$ cat config.mk
export PLATFORM = sky130hd
export DESIGN_NAME = bcd_stopwatch
export DESIGN_NICKNAME = d
export VERILOG_FILES = /design/src/rtl/bcd_stopwatch_pkg.sv /design/src/rtl/bcd_digit.sv /design/src/rtl/bcd_stopwatch.sv
export SDC_FILE = /design/constraint.sdc
export NUM_CORES = 1
export LEC_CHECK = 0
export CAP_MARGIN = 15
export CORE_MARGIN = 2
export CORE_UTILIZATION = 50
export DETAILED_ROUTE_END_ITERATION = 6
export PLACE_DENSITY = 0.7
export SYNTH_ARGS = -nofsm -noshare
export SYNTH_HDL_FRONTEND = slang
export SYNTH_SLANG_ARGS = --single-unit
$ cat constraint.sdc
create_clock -name clk -period 4.2 [get_ports clk]
set_input_delay 0.42 -clock clk [delete_from_list [all_inputs] [get_ports clk]]
set_output_delay 0.42 -clock clk [all_outputs]
set_load 0.02 [all_outputs]
$ cat src/rtl/bcd_stopwatch_pkg.sv
// Shared BCD types, digit limits and helpers for the two-digit stopwatch.
package bcd_stopwatch_pkg;

  typedef logic [3:0] bcd_digit_t;

  typedef struct packed {
    bcd_digit_t tens;
    bcd_digit_t units;
  } bcd_pair_t;

  typedef enum logic {
    RUN_STOPPED = 1'b0,
    RUN_ACTIVE  = 1'b1
  } run_state_e;

  localparam bcd_digit_t BCD_MAX = 4'd9;
  localparam bcd_digit_t BCD_MIN = 4'd0;

  // Out-of-range load digits clamp to 9 so the count can never hold 10..15.
  function automatic bcd_digit_t bcd_saturate(input logic [3:0] d);
    return (d > BCD_MAX) ? BCD_MAX : bcd_digit_t'(d);
  endfunction

endpackage

$ cat src/rtl/bcd_digit.sv
// Single-decade BCD up/down counter with clear, saturating load and a
// combinational carry/borrow-out that is only asserted while enabled.
module bcd_digit
  import bcd_stopwatch_pkg::*;
(
  input  logic       clk,
  input  logic       rst_n,
  input  logic       en,
  input  logic       dir,
  input  logic       load,
  input  bcd_digit_t load_val,
  input  logic       clear,
  output bcd_digit_t digit,
  output logic       co
);

  bcd_digit_t next_up;
  bcd_digit_t next_dn;

  // A stray non-BCD value rolls back into range on the next step.
  always_comb begin
    next_up = (digit >= BCD_MAX) ? BCD_MIN : digit + 4'd1;
    next_dn = (digit == BCD_MIN || digit > BCD_MAX) ? BCD_MAX : digit - 4'd1;
  end

  assign co = en & (dir ? (digit == BCD_MAX) : (digit == BCD_MIN));

  always_ff @(posedge clk or negedge rst_n) begin
    if (!rst_n) begin
      digit <= BCD_MIN;
    end else if (clear) begin
      digit <= BCD_MIN;
    end else if (load) begin
      digit <= bcd_saturate(load_val);
    end else if (en) begin
      digit <= dir ? next_up : next_dn;
    end
  end

endmodule

$ cat src/rtl/bcd_stopwatch.sv
// Two-digit BCD stopwatch: prescaler and run flag here, digits in bcd_digit.
// Priority each cycle is clear, then load, then the tick step.
module bcd_stopwatch
  import bcd_stopwatch_pkg::*;
#(
  parameter int TICK_DIV = 50000000
) (
  input  logic       clk,
  input  logic       rst_n,
  input  logic       start_stop,
  input  logic       clear,
  input  logic       load,
  input  logic [7:0] load_val,
  input  logic       up_down,
  output logic [3:0] units,
  output logic [3:0] tens,
  output logic       running,
  output logic       wrap
);

  localparam int PW = (TICK_DIV > 2) ? $clog2(TICK_DIV) : 1;
  localparam logic [PW-1:0] PRE_LAST = PW'(TICK_DIV - 1);

  logic [PW-1:0] prescaler;
  run_state_e    run_state;
  bcd_pair_t     ld_pair;
  logic          tick;
  logic          step;
  logic          tens_en;
  logic          units_co;
  logic          tens_co;

  assign ld_pair = bcd_pair_t'(load_val);
  assign running = (run_state == RUN_ACTIVE);
  assign tick    = running && (prescaler == PRE_LAST);
  assign step    = tick && !clear && !load;
  assign tens_en = step && units_co;

  // The run flag is sampled before the toggle, so a stop on a tick cycle
  // still lets that tick's step complete.
  always_ff @(posedge clk or negedge rst_n) begin
    if (!rst_n) begin
      run_state <= RUN_STOPPED;
      prescaler <= '0;
      wrap      <= 1'b0;
    end else begin
      wrap <= step && tens_co;
      if (clear) begin
        run_state <= RUN_STOPPED;
        prescaler <= '0;
      end else begin
        if (start_stop) begin
          run_state <= running ? RUN_STOPPED : RUN_ACTIVE;
        end
        if (load || tick) begin
          prescaler <= '0;
        end else if (running) begin
          prescaler <= prescaler + 1'b1;
        end
      end
    end
  end

  bcd_digit u_units (
    .clk      (clk),
    .rst_n    (rst_n),
    .en       (step),
    .dir      (up_down),
    .load     (load),
    .load_val (ld_pair.units),
    .clear    (clear),
    .digit    (units),
    .co       (units_co)
  );

  bcd_digit u_tens (
    .clk      (clk),
    .rst_n    (rst_n),
    .en       (tens_en),
    .dir      (up_down),
    .load     (load),
    .load_val (ld_pair.tens),
    .clear    (clear),
    .digit    (tens),
    .co       (tens_co)
  );

endmodule

# [Word-level counts from Yosys, hierarchy flattened]
# Cells that the tools add are included.
# W data, S select, Z words.
[op_classes] n_addsub=5 n_reduce_logical=16 bitwise_logic=2 order_cmp=6 mux=22 eq_ne=3
[ops] op="$mux W26" count=3
[ops] op="$mux W4" count=14
[ops] op="$add A26 B1 Y26 const B" count=1
[ops] op="$eq A26 B26 Y1 const B" count=1
[ops] op="$gt A4 B4 Y1 const B" count=4
[ops] op="$reduce_bool A3 Y1" count=3
[ops] op="$add A4 B1 Y4 const B" count=2
[ops] op="$eq A4 B4 Y1 const B" count=2
[ops] op="$ge A4 B4 Y1 const B" count=2
[ops] op="$logic_not A4 Y1" count=2
[ops] op="$sub A4 B1 Y4 const B" count=2
[ops] op="$logic_and A1 B1 Y1" count=5
[ops] op="$mux W1" count=5
[ops] op="$logic_or A1 B1 Y1" count=3
[ops] op="$and A1 B1 Y1" count=2
[ops] op="$logic_not A1 Y1" count=2
[ops] op="$reduce_bool A2 Y1" count=1
[word_totals] register_bits=36 inputBits=14 word_cells=59

# [Logic depth before layout (Yosys ltp)]
# Gate-level depths: netlist of the first run.
[depth] depth_word=9 depth_mapped=8 ltp_nobuf=7

# [Modules after synthesis]
# Synthesis of the first run repeated with hierarchy kept, for this count alone.
[unflattened] cells_unflattened=305 hier_area_um2=2640.0
[by_module_without_submodules] mod="bcd_stopwatch" instances=1 cells_each=179 area_per_inst_um2=1604.0 seq_area_each_um2=700.7
[by_module_without_submodules] mod="bcd_digit" instances=2 cells_each=63 area_per_inst_um2=518.0 seq_area_each_um2=100.1

# [Worst setup path before layout of the first run]
# No wires, ideal clock.
[synth_timing] path_type="register to register" startpoint="register u_units.digit[0]" endpoint="register u_tens.digit[2]" n_path_buf=0 period_less_slack_ns=2.170 arrival_ns=2.035 setup_slack_ns=2.030 path_stages_with_launch=8 setup_time_ns=0.135 path_cell_list="dfrtp_1 > inv_1 > ha_1 > or3b_2 > a21o_1 > o41a_1 > a31oi_1 > o21ai_0"
[synth_via] elab_chain_len=5 elab_cells_between_ends=6 classes_between="eq/ne: 1; mux: 1; bitwise: 1; reduce/logical: 3"
[synth_lines] element="start: declaration" line_no="bcd_digit.sv:13" rtl="output bcd_digit_t digit,"
[synth_lines] element="start signal: assignment" line_no="bcd_digit.sv:34" rtl="digit <= bcd_saturate(load_val);"
[synth_lines] element="start signal: assignment" line_no="bcd_digit.sv:36" rtl="digit <= dir ? next_up : next_dn;"
[synth_lines] element="$eq A4 B4 Y1 or $logic_not A4 Y1 (tied branches)" line_no="bcd_digit.sv:26" rtl="assign co = en & (dir ? (digit == BCD_MAX) : (digit == BCD_MIN));"
[synth_lines] element="$mux W1 (*)" line_no="bcd_digit.sv:26"
[synth_lines] element="$and A1 B1 Y1 (*)" line_no="bcd_digit.sv:26"
[synth_lines] element="$logic_and A1 B1 Y1 (*)" line_no="bcd_stopwatch.sv:37" rtl="assign tens_en = step && units_co;"
[synth_lines] element="$reduce_bool A3 Y1 (no source line) (*)"
[synth_lines] element="end signal: assignment" line_no="bcd_digit.sv:34"
[synth_lines] element="end signal: assignment" line_no="bcd_digit.sv:36"
[synth_lines] element="end: declaration" line_no="bcd_digit.sv:13"
# Every way passes the cells marked *; elsewhere a longest branch is shown, timed or not.
# A chain may end at the register's enable or synchronous reset.

# [Final worst setup path of the first run]
[layout_timing] startpoint="input up_down" endpoint="register u_tens.digit[2]"
[layout_via] elab_chain_len=4 elab_cells_between_ends=8 classes_between="mux: 5; bitwise: 1; reduce/logical: 2"
[layout_lines] element="start: declaration" line_no="bcd_stopwatch.sv:14" rtl="input logic up_down,"
[layout_lines] element="$mux W4 or $mux W1 (tied branches)" line_no="bcd_digit.sv:36, bcd_digit.sv:26"
[layout_lines] element="$mux W4 or $and A1 B1 Y1 (tied branches)" line_no="bcd_digit.sv:35, bcd_digit.sv:26"
[layout_lines] element="$mux W4 or $logic_and A1 B1 Y1 (tied branches)" line_no="bcd_digit.sv:33, bcd_stopwatch.sv:37"
[layout_lines] element="$mux W4 or $reduce_bool A3 Y1 (tied branches)"
# Several ways; a longest one is shown, not always the timed one. The select of a mux whose other input is x is not followed.

==> results of run 1 <==
==> sequential cells by signal, summed over array words and instances, names as in the netlist <==
| name | flops |
|---|---|
| u_units.digit | 4 |
| prescaler | 26 |
| u_tens.digit | 4 |
| running | 1 |
| wrap | 1 |
==> placed cells by master, fill, tap and decap left out, drive strengths merged, types with 2 or more instances in the layout <==
cell type	n
ha	7
o21ai	12
dfrtp	36
xnor2	11
xor2	12
a21o	2
a21oi	8
nor4	5
nand3	16
inv	10
clkbuf	8
or3	3
nor2	35
and3	6
nor3	11
o211ai	2
nor2b	6
nand3b	4
nand2b	6
and4	3
or2	2
a211oi	3
a31oi	3
o31ai	4
clkdlybuf4s50	22
nor4b	2
mux2i	2
nand4	9
and3b	2
nand2	23
buf	2
nand4b	2
==> power groups by stage <==
stage / sequential, W / clock, W / combinational, W
finish: 0.000365 / 0.000249 / 0.000127
global route: 0.000366 / 0.000274 / 0.000142
CTS: 0.000365 / 0.000256 / 0.000128
detailed placement: 0.000371 / 0 / 0.000127
global placement: 0.000371 / 0 / 0.000127
floorplan: 0.000375 / 0 / 0.0000749
==> worst max-delay path: stages <==
cell	delay (ns)
clkdlybuf4s50_1	0.82
or3b_2	0.63
a21o_1	0.21
o41a_1	0.37
a31oi_1	0.13
o21ai_0	0.09
==> final timing paths <==
path,from,end,slack (ns),cells past startpoint
setup / recovery,up_down,u_tens.digit[2],1.68,6
hold / removal,rst_n,prescaler[15],0.21,1
max in group asynchronous,rst_n,prescaler[8],3.49,1
setup reg to reg,prescaler[16],prescaler[19],1.80,5
hold reg to reg,prescaler[22],prescaler[22],0.56,2
min in group clk,prescaler[22],prescaler[22],0.56,2
==> logic make-up after synthesis <==
logic type               count (synthesis)  synth area share, %
adder cells (fa/ha/maj)                  7                 3.63
flip-flops                              36                 37.3
XOR/XNOR                                23                 8.35
multiplexers                             2                0.830
AND/OR/NAND/NOR                        142                 31.8
AO/OA/AOI/OAI                           49                 14.0
buffers and inverters                   24                 4.05
==> synthesized netlist by cell type (2+ instances only) <==
cell	count	area, um2
dfrtp_1	36	901
nor2_1	35	131
nand2_1	22	82.6
nand3_1	16	80.1
o21ai_0	12	60.1
xor2_1	12	105
xnor2_1	11	96.3
inv_1	10	37.5
nor3_1	10	50.1
clkbuf_1	9	33.8
nand4_1	9	56.3
a21oi_1	8	40.0
ha_1	7	87.6
and3_1	6	37.5
nand2b_1	6	37.5
nor2b_1	6	37.5
nor4_1	5	31.3
nand3b_1	4	30.0
o31ai_1	4	30.0
a211oi_1	3	22.5
a31oi_1	3	18.8
buf_2	3	15.0
or3_1	3	18.8
a21o_1	2	15.0
and3b_1	2	17.5
and4_1	2	17.5
mux2i_1	2	20.0
nand4b_1	2	17.5
nor4b_1	2	17.5
o211ai_1	2	15.0
or2_2	2	12.5
==> per-stage QoR <==
stage                     total power (W)  hold WS, ns
after floorplan                  0.000449        0.124
final                            0.000741        0.205
after global placement           0.000498        0.532
after global routing             0.000782        0.282
after detailed placement         0.000499        0.551
after CTS                        0.000749        0.245
==> routing by layer <==
layer  GRT usage [%]  wire length (um)
met5               0                 0
met1            32.7              2660
met3            4.53               217
met4            5.66                38
met2            32.1              2320
==> layout make-up <==
cell class                      count  area share (%)
Timing Repair Buffer               24            8.49
Inverter                           10            1.37
Multi-Input combinational cell    223            51.6
Tap cell                           54            2.46
Clock buffer                        8            3.28
Sequential cell                    36            32.8
==> out/results.ini, run 1 <==
[status]
status = finished, final reports clean

[setup_path]
critPathMaxFanout = 27
crit_type = input port to register
crit_path_start_kind = input port
cp_data_required_time_ns = 4.36
cp.arrival_ns = 2.68
critPathCaptureType = register

[clocking]
cts_root_buf = clkbuf_8
cts.sinks = 36
clkLatencyLatePin_ns = 0.28
cts-resized-gates = 0
cts_made_buffers = 5
htreeDepth = 2
cts_buffer_depth = 2
hold_buffers = 0
cts_tree = yes
clk_pin_slew_ns = 0.07
post_cts_buffers = 0

[routing]
wl_um = 5240
firstDrtPassIters = 4
dr_total_vias = 2134
post_drt_wl_per_cell_um = 14.8
route.detailed.drc = 0
initialDrtViolationCount = 129
avgViaCountPerCell = 6.01
ant_nets = 0

[final_layout]
regArea_um2 = 901
fin_util_pct = 58.5
drive_above_1_share_pct = 5.98
num-nets-final = 321
multi_input_area_mm2 = 0.00141
antenna_cells = 0
area_growth_pct = 13.7
design_area_mm2 = 0.00274
fillCellCount = 444
fin_cells = 355

[synth]
yosysUniqueCellTypes = 58
ys_seq_elements = 36
synth_edf_count = 0
ys_seq_area_share_pct = 37.3
synthFlopType = dfrtp_1
avgSynthCellArea_um2 = 8.52
syn_area_mm2 = 0.00241
yosys_warnings = 0
syn_nets = 304
async_flop_share_pct = 100
syn_inst = 283

[pwr]
p_leak_nw = 1.07
p_clk_share_pct = 33.6
p_int_w = 0.000544
power_density_mw_per_mm2 = 270
seqPwrFrac_pct = 49.2
comb_power_share_pct = 17.2
ir_drop_uv = 171
switching_share_pct = 26.6
power.switching_w = 0.000197

[placed_design]
dp_slack_ns = 1.40
dp_hpwl_um = 3770
gp_congestion = 0.823
io_buffers = 23
dp_cells = 347
placed_cell_area_mm2 = 0.00265

[job]
max_cap_violations = 0

[timing]
final_hold_viol_count = 0
tightest_slew_ns = 0.907
min_period_over_period_pct = 59.9
layout_min_cycle_time_ns = 2.52
fin_skew_ns = 0.00534
rsz0062_at_grt = false
layout_setup_ws_ns = 1.68
timing.setup.tns_ns = 0
drv_slew = 0
slew_headroom_pct = 39.1
setup_viol = 0
clock.fmax_mhz = 397

[floorplanning]
die_w_um = 73.5
pin_count = 24
rows = 25
initial_core_util_pct = 51.4
die_h_um = 73.5
fp.dieArea_mm2 = 0.00540
coreArea_mm2 = 0.00469

[global_routing]
grt_util_all_layers_pct = 21.9
overflow = 0
grt_pass1_vias = 2002
grt_max_degree = 37
grt_pass1_wl_um = 9310
antenna_found_initial = 0

[worst_hold_path]
min_path_type = input port to async pin

Note: power is estimated with default switching activity, not from simulation.
==> run 2, diff against run 1 <==
clock period = 2.39 ns   (was 4.2 ns; I/O delays follow)
==> run 2 against run 1 <==
Net effect: clock-buffer cell count decreased by 1; clock skew increased by 0.0083 ns; critical path depth increased by 1; largest power group unchanged; wire length increased by 5.2%; worst setup slack got worse by 1.4 ns; sequential share of layout area decreased by 1.3 points; combinational power increased by 91%; critical path type is now register to register; critical endpoint unchanged; core utilization increased by 2.3 points; die area unchanged; hold slack got worse by 0.17 ns; first-iteration DRC count increased by 53%; highest routed layer unchanged; via count increased by 0.37%.
==> out/results.ini, run 2 (synthesis gave the netlist of run 1 again) <==
[status]
status = finished, final reports clean

[clocking]
hold_buffers = 0
cts_tree = yes
clk_pin_slew_ns = 0.08
htreeDepth = 2
cts_buffer_depth = 2
cts_root_buf = clkbuf_8
clkLatencyLatePin_ns = 0.29
post_cts_buffers = 0
cts_made_buffers = 5
cts-resized-gates = 0
cts.sinks = 36

[global_routing]
antenna_found_initial = 0
grt_pass1_wl_um = 9330
overflow = 0
grt_pass1_vias = 1993
grt_util_all_layers_pct = 22.4
grt_max_degree = 37

[floorplanning]
pin_count = 24
fp.dieArea_mm2 = 0.00540
die_w_um = 73.5
coreArea_mm2 = 0.00469
initial_core_util_pct = 51.4
die_h_um = 73.5
rows = 25

[timing]
final_hold_viol_count = 0
layout_setup_ws_ns = 0.282
slew_headroom_pct = 46.4
clock.fmax_mhz = 474
rsz0062_at_grt = false
whs_ns = 0.0332
layout_min_cycle_time_ns = 2.11
min_period_over_period_pct = 88.2
drv_slew = 0
fin_skew_ns = 0.0136
tightest_slew_ns = 0.804
setup_viol = 0
timing.setup.tns_ns = 0

[setup_path]
reg2regPathDepth = 7
cp_data_required_time_ns = 2.56
ff2ff_setup_slack_ns = 0.28
worstReg2RegStart = u_units.digit[1]
crit_end = u_tens.digit[2]
critPathMaxFanout = 7
regToRegEndpoint = u_tens.digit[2]
crit_path_start_kind = register
crit_type = register to register
cp.arrival_ns = 2.28
startpoint = u_units.digit[1]
critPathCaptureType = register

[routing]
post_drt_wl_per_cell_um = 15.2
ant_nets = 0
dr_total_vias = 2142
wl_um = 5520
firstDrtPassIters = 4
route.detailed.drc = 0
avgViaCountPerCell = 5.90
initialDrtViolationCount = 198

[placed_design]
gp_congestion = 0.915
dp_slack_ns = 0.277
io_buffers = 23
dp_hpwl_um = 3930

[final_layout]
layout_commonest_cell = dfrtp_1
area_growth_pct = 18.2
largest_register_ffs = 26
drive_above_1_share_pct = 9.06
antenna_cells = 0
fillCellCount = 408
top_register = prescaler
top_regs = prescaler x26, u_tens.digit x4, u_units.digit x4
num-nets-final = 329
final_cell_mix = dfrtp_1 (36), nor2_1 (35), nand2_1 (22), clkdlybuf4s50_1 (22), nand3_1 (16)

[worst_hold_path]
min_path_type = input port to async pin

[pwr]
p_leak_nw = 1.13
power_density_mw_per_mm2 = 514
ir_drop_uv = 433
power.total_w = 0.00146

[job]
max_cap_violations = 0

[run 2: where the power goes]
group	total, W	leakage [nW]	switching [W]	internal (W)
sequential	0.000640	0.496	0.0000203	0.000620
clock	0.000582	0.0645	0.000214	0.000368
combinational	0.000242	0.574	0.000131	0.000111
[run 2: stage by stage]
step / utilization, % / instance area (um2) / instances
2_1_floorplan: - / 2410 / 283
3_3_place_gp: 58.1 / 2730 / 355
3_5_place_dp: 58.1 / 2730 / 355
4_1_cts: 60.8 / 2850 / 363
5_1_grt: 60.8 / 2850 / 363
6_report: 60.8 / 2850 / 363
[run 2: cell type report]
cell class	instances	area (um2)	share of cell area [%]
Sequential cell	36	901	31.6
Multi-Input combinational cell	223	1410	49.6
Inverter	10	37.5	1.32
Clock buffer	7	96.3	3.38
Clock inverter	1	30.0	1.05
Timing Repair Buffer	32	305	10.7
Tap cell	54	67.6	2.37
[run 2: how the worst min path moves through the flow]
stage	slack, ns	to	depth (start not counted)	from
after detailed placement	0.38	prescaler[12]	1	rst_n
after floorplan	-0.06	prescaler[0]	0	rst_n
final	0.03	prescaler[12]	1	rst_n
after CTS	0.06	running	1	rst_n
after global routing	0.09	prescaler[12]	1	rst_n
after global placement	0.38	prescaler[12]	1	rst_n
[run 2: layer usage]
| metal | wire [um] | track usage (%) | part of all wire [%] | vias to the layer above |
|---|---|---|---|---|
| met4 | 53 | 5.05 | 0.96 | 0 |
| met3 | 252 | 5.08 | 4.6 | 6 |
| met5 | 0 | 0 | 0 | - |
| met1 | 2790 | 32.5 | 51 | 1009 |
| li1 | - | - | - | 1070 |
| met2 | 2420 | 34.1 | 44 | 57 |
[run 2: critical path, stage by stage, from the launching register on]
cell and delay [ns]:
dfrtp_1 0.45, inv_1 0.13, ha_1 0.18, or3b_2 0.44, a21o_1 0.21, o41a_1 0.37
a31oi_1 0.13, o21ai_0 0.08
